## config.mk

```make
export PLATFORM = sky130hd
export DESIGN_NAME = ahb_fill_master
export DESIGN_NICKNAME = d
export VERILOG_FILES = /design/src/rtl/ahb_fill_master.sv
export SDC_FILE = /design/constraint.sdc
export NUM_CORES = 1
export LEC_CHECK = 0
export ABC_AREA = 1
export CORE_AREA = 3 3 132 134
export DETAILED_ROUTE_END_ITERATION = 7
export DIE_AREA = 0 0 135 137
export DONT_BUFFER_PORTS = 1
export GPL_TIMING_DRIVEN = 1
export SLEW_MARGIN = 20
export SYNTH_ARGS = -nofsm -noshare
export SYNTH_HDL_FRONTEND = slang
export SYNTH_SLANG_ARGS = --single-unit
```

## constraint.sdc

```tcl
create_clock -name HCLK -period 1.65 [get_ports HCLK]
set_input_delay 0.0825 -clock HCLK [delete_from_list [all_inputs] [get_ports HCLK]]
set_output_delay 0.0825 -clock HCLK [all_outputs]
set_load 0.005 [all_outputs]
```

## src/rtl/ahb_fill_master.sv

```systemverilog
// AHB-Lite master that writes word_count consecutive words of a fill value from dst_addr.
// Optional build macro FILL_INCR_PATTERN_EN: beat k writes fill_data + k instead of fill_data.
module ahb_fill_master (
    input  logic        HCLK,
    input  logic        HRESETn,
    input  logic        start,
    input  logic [31:0] dst_addr,
    input  logic [15:0] word_count,
    input  logic [31:0] fill_data,
    output logic        busy,
    output logic        done,
    output logic        error,
    output logic [31:0] HADDR,
    output logic [1:0]  HTRANS,
    output logic        HWRITE,
    output logic [2:0]  HSIZE,
    output logic [2:0]  HBURST,
    output logic [3:0]  HPROT,
    output logic        HMASTLOCK,
    output logic [31:0] HWDATA,
    input  logic        HREADY,
    input  logic        HRESP
);

    localparam logic [1:0] TRANS_IDLE   = 2'b00;
    localparam logic [1:0] TRANS_NONSEQ = 2'b10;

    typedef enum logic [1:0] {
        S_IDLE,
        S_XFER,
        S_LAST,
        S_FINISH
    } state_t;

    state_t      state_q,  state_d;
    logic [31:0] haddr_q,  haddr_d;
    logic [1:0]  htrans_q, htrans_d;
    logic        hwrite_q, hwrite_d;
    logic [31:0] hwdata_q, hwdata_d;
    logic [31:0] data_q,   data_d;
    logic [15:0] remain_q, remain_d;
    logic        dphase_q, dphase_d;
    logic        busy_q,   busy_d;
    logic        done_q,   done_d;
    logic        error_q,  error_d;

    always_comb begin
        state_d  = state_q;
        haddr_d  = haddr_q;
        htrans_d = htrans_q;
        hwrite_d = hwrite_q;
        hwdata_d = hwdata_q;
        data_d   = data_q;
        remain_d = remain_q;
        dphase_d = dphase_q;
        busy_d   = busy_q;
        done_d   = 1'b0;
        error_d  = error_q;

        case (state_q)
            // FINISH accepts a new start exactly like IDLE so runs can chain on done.
            S_IDLE, S_FINISH: begin
                state_d  = S_IDLE;
                busy_d   = 1'b0;
                htrans_d = TRANS_IDLE;
                hwrite_d = 1'b0;
                dphase_d = 1'b0;
                if (start) begin
                    error_d = 1'b0;
                    if (word_count != 16'd0) begin
                        state_d  = S_XFER;
                        haddr_d  = dst_addr & ~32'h3;
                        remain_d = word_count;
                        data_d   = fill_data;
                        htrans_d = TRANS_NONSEQ;
                        hwrite_d = 1'b1;
                        busy_d   = 1'b1;
                    end else begin
                        state_d = S_FINISH;
                        done_d  = 1'b1;
                    end
                end
            end

            S_XFER: begin
                if (dphase_q && HRESP) begin
                    // First error cycle: cancel the pending address phase and end the run.
                    state_d  = S_FINISH;
                    htrans_d = TRANS_IDLE;
                    hwrite_d = 1'b0;
                    dphase_d = 1'b0;
                    busy_d   = 1'b0;
                    done_d   = 1'b1;
                    error_d  = 1'b1;
                end else if (HREADY) begin
                    hwdata_d = data_q;
                    dphase_d = 1'b1;
`ifdef FILL_INCR_PATTERN_EN
                    data_d   = data_q + 32'd1;
`else
                    data_d   = data_q;
`endif
                    if (remain_q == 16'd1) begin
                        state_d  = S_LAST;
                        htrans_d = TRANS_IDLE;
                        hwrite_d = 1'b0;
                        remain_d = 16'd0;
                    end else begin
                        haddr_d  = haddr_q + 32'd4;
                        remain_d = remain_q - 16'd1;
                    end
                end
            end

            S_LAST: begin
                if (HRESP) begin
                    state_d  = S_FINISH;
                    dphase_d = 1'b0;
                    busy_d   = 1'b0;
                    done_d   = 1'b1;
                    error_d  = 1'b1;
                end else if (HREADY) begin
                    state_d  = S_FINISH;
                    dphase_d = 1'b0;
                    busy_d   = 1'b0;
                    done_d   = 1'b1;
                end
            end

            default: state_d = S_IDLE;
        endcase
    end

    always_ff @(posedge HCLK or negedge HRESETn) begin
        if (!HRESETn) begin
            state_q  <= S_IDLE;
            haddr_q  <= 32'd0;
            htrans_q <= TRANS_IDLE;
            hwrite_q <= 1'b0;
            hwdata_q <= 32'd0;
            data_q   <= 32'd0;
            remain_q <= 16'd0;
            dphase_q <= 1'b0;
            busy_q   <= 1'b0;
            done_q   <= 1'b0;
            error_q  <= 1'b0;
        end else begin
            state_q  <= state_d;
            haddr_q  <= haddr_d;
            htrans_q <= htrans_d;
            hwrite_q <= hwrite_d;
            hwdata_q <= hwdata_d;
            data_q   <= data_d;
            remain_q <= remain_d;
            dphase_q <= dphase_d;
            busy_q   <= busy_d;
            done_q   <= done_d;
            error_q  <= error_d;
        end
    end

    assign HADDR     = haddr_q;
    assign HTRANS    = htrans_q;
    assign HWRITE    = hwrite_q;
    assign HWDATA    = hwdata_q;
    assign HSIZE     = 3'b010;
    assign HBURST    = 3'b000;
    assign HPROT     = 4'b0011;
    assign HMASTLOCK = 1'b0;
    assign busy      = busy_q;
    assign done      = done_q;
    assign error     = error_q;

endmodule

```

==> results_dict.tcl <==
set metrics [dict create \
    violations "hold timing, setup timing" \
    synth_seq_area_share 0.447 \
    power_density_nw_per_um2 2120 \
    min_period_over_period 1.07 \
    hold_buffers 81 \
    avgSynthCellArea_um2 7.02 \
    floorplan.initialDensity 0.399 \
    cp-start-kind "flip-flop" \
    antenna_found_initial 0 \
    grtUsageTotal 0.201 \
    place_hpwl_mm 12.3 \
    fill_cells 1451 \
    coreArea_um2 16400 \
    min_period_ps 1760 \
    drt_wl_total_mm 20.3 \
    vias 6435 \
    diodes 0 \
    required_ps 2010 \
    p_leak_nw 4.37 \
    synth-seq-cells 117 \
    synth_area_um2 6540 \
    stdcell_count 1305 \
    rows 47 \
    worst_r2r_endpoint "HADDR[26]" \
    io_buffer_count 0 \
    cts_htree_levels 4 \
    grt_pass1_wl_mm 29.4 \
    arrival_ps 2120 \
    outcome "complete, but fails checks" \
    reg2reg_from "state_q[0]" \
    clockBufferDepth 2 \
    io_pins 166 \
    final_cell_area_um2 9090 \
    clk_pin_slew_ps 60 \
    report.final.hold_viol_count 117 \
    fin_worst_skew_ps 8.37 \
    rr_worst_depth 11 \
    rsz0062_at_grt "true" \
    drt-pass1-iter-count 5 \
    peakVddDrop_uv 1080 \
    grt_pass1_vias 5912 \
    critical_path_class "flip-flop to flip-flop" \
    syn_to_final_growth_pct 38.9 \
    die_h_um 137 \
    first_iter_violations 443 \
    gp_congestion 0.854 \
    reg2reg_slack_ps -110 \
    yosys_warnings 0 \
    drt.antenna.violating_nets 0 \
    max_freq_mhz 569 \
    viasPerCell 4.93 \
    holdWs_ps -642 \
    clk_latency_ps 420 \
    drv_slew 0 \
    wl_per_cell_um 15.6 \
    nNetsFinal 1162 \
    hold_path.class "input port to async pin" \
    place_area_um2 7060 \
    drive_above_1_share 0.171 \
    die_w_um 135 \
    synth.distinct_cells 32 \
    cp_max_fo 6 \
    setup_slack_ps -109 \
    route.detailed.drc 0 \
    overflow 0 \
    cts.sinks 117 \
    cts_tree "built" \
    setup_violations 30 \
    grt_max_degree 118 \
    synth_cells 932 \
    end_kind "flip-flop" \
    die-area_um2 18500 \
    cts-root-buf "clkbuf_16" \
    numCtsBuffers 17 \
    max_cap_violations 0 \
    finalSetupTns_ps -2490 \
    dp.cells 1168 \
]
## metal layers
| metal | wire length, µm | global-route usage |
|---|---|---|
| met1 | 8630 | 0.252 |
| met2 | 9750 | 0.330 |
| met5 | 0 | 0 |
| met3 | 1520 | 0.0629 |
| met4 | 399 | 0.0694 |
## cell type report
class                      instances  area [µm²]  share of cell area
sequential                       117        2930               0.322
timing repair buffer             154        1710               0.188
clock buffer                      17         425              0.0468
inverter                          87         338              0.0372
tap                              220         275              0.0303
multi-input combinational        695        3260               0.359
clock inverter                    15         148              0.0162
## power breakdown
group / total (W) / internal [W] / leakage, nW / switching (W)
combinational: 0.0101 / 0.00455 / 2.64 / 0.00555
clock: 0.00361 / 0.00211 / 0.273 / 0.00150
sequential: 0.00551 / 0.00429 / 1.46 / 0.00122
## how the worst max path moves through the flow
stage / start / endpoint / slack (ps) / depth (start not counted)
2_1_floorplan: state_q[1] / remain_q[1] / 10 / 12
3_3_place_gp: state_q[0] / HADDR[27] / -50 / 12
3_5_place_dp: state_q[0] / HADDR[28] / -100 / 12
4_1_cts: state_q[0] / HADDR[10] / -90 / 12
5_1_grt: state_q[0] / HADDR[26] / -160 / 13
6_report: state_q[0] / HADDR[26] / -110 / 11
## worst max-delay path, cell delays in order, from the launching register on
cell and delay (ps):
dfrtp_1 390, buf_4 150, ha_4 180, nand2_1 100
nand2_2 90, nor2_4 130, nand2_4 90, nor2_4 140
buf_12 150, buf_6 150, nand3_1 80, nand2_1 60
## cell usage in the layout (no fill, tap or decap), types with 2 or more instances in the layout
master,count
buf_4,45
ha_1,2
buf_6,6
o21ai_2,11
nand2_2,20
buf_12,13
o31ai_1,2
clkinvlp_4,4
inv_2,5
dfrtp_1,116
nor3_1,5
ha_4,3
nand2_1,361
inv_6,6
xnor2_1,2
clkbuf_16,25
nand3b_1,7
xor2_1,6
nor2_4,7
clkinv_4,4
or2_2,8
o21ai_1,19
inv_1,79
nand3_2,6
o21ai_0,75
nor2_1,73
conb_1,14
dlygate4sd3_1,81
nand3_1,52
nor2_2,11
nand2_4,5
## cell usage after synthesis
master    instances  area (µm²)
nand4_1           1        6.26
nor2_2           10        62.6
buf_2             5        25.0
nor2_4            2        22.5
clkbuf_2          1        5.00
nand3_1          58         290
o21a_1            1        7.51
clkbuf_1         16        60.1
ha_1              5        62.6
o21bai_1          1        7.51
a31oi_1           1        6.26
inv_2             2        7.51
o21ai_2           5        43.8
conb_1            2        7.51
nand2_1         380        1430
xor2_1            6        52.6
o31ai_1           2        15.0
o21ai_0          88         440
nand3b_1          7        52.6
nor3_1            5        25.0
nand2_2           4        25.0
inv_4             1        6.26
nor2_1           79         297
buf_4            21         158
o21ai_1          12        60.1
a21oi_1           1        5.00
inv_1            84         315
nand2_4           2        22.5
or2_2             8        50.1
dfrtp_1         117        2930
xnor2_1           2        17.5
buf_6             3        33.8
## cells by family (layout without fill, tap and decap cells)
group,count (synthesis),after routing,synth area share
AND/OR/NAND/NOR,556,557,0.348
other,2,14,0.00115
flip-flops,117,117,0.447
AO/OA/AOI/OAI,111,111,0.0895
buffers and inverters,133,273,0.0933
XOR/XNOR,8,8,0.0107
adder cells (fa/ha/maj),5,5,0.00956
## sequential cells by signal, summed over array words and instances (netlist names), 2 cells and up
register,cells
data_q,32
remain_q,16
state_q,2
HWDATA,32
HADDR,30
## through the flow
stage | util | setup slack [ps] | total power [W]
floorplan | - | 12.9 | 0.0104
global placement | 0.430 | -52.6 | 0.0127
detailed placement | 0.430 | -97.3 | 0.0129
CTS | 0.526 | -93.4 | 0.0175
global route | 0.554 | -158 | 0.0207
finish | 0.554 | -109 | 0.0192
## what timing repair did
action,CTS,global route
gates resized for setup,14,70
setup endpoints to repair,35,109
buffers inserted,7,3
cloned,3,13
endpoints found under the hold margin,200,117
pin swaps,0,9
Power figures use the tool's default switching activity.
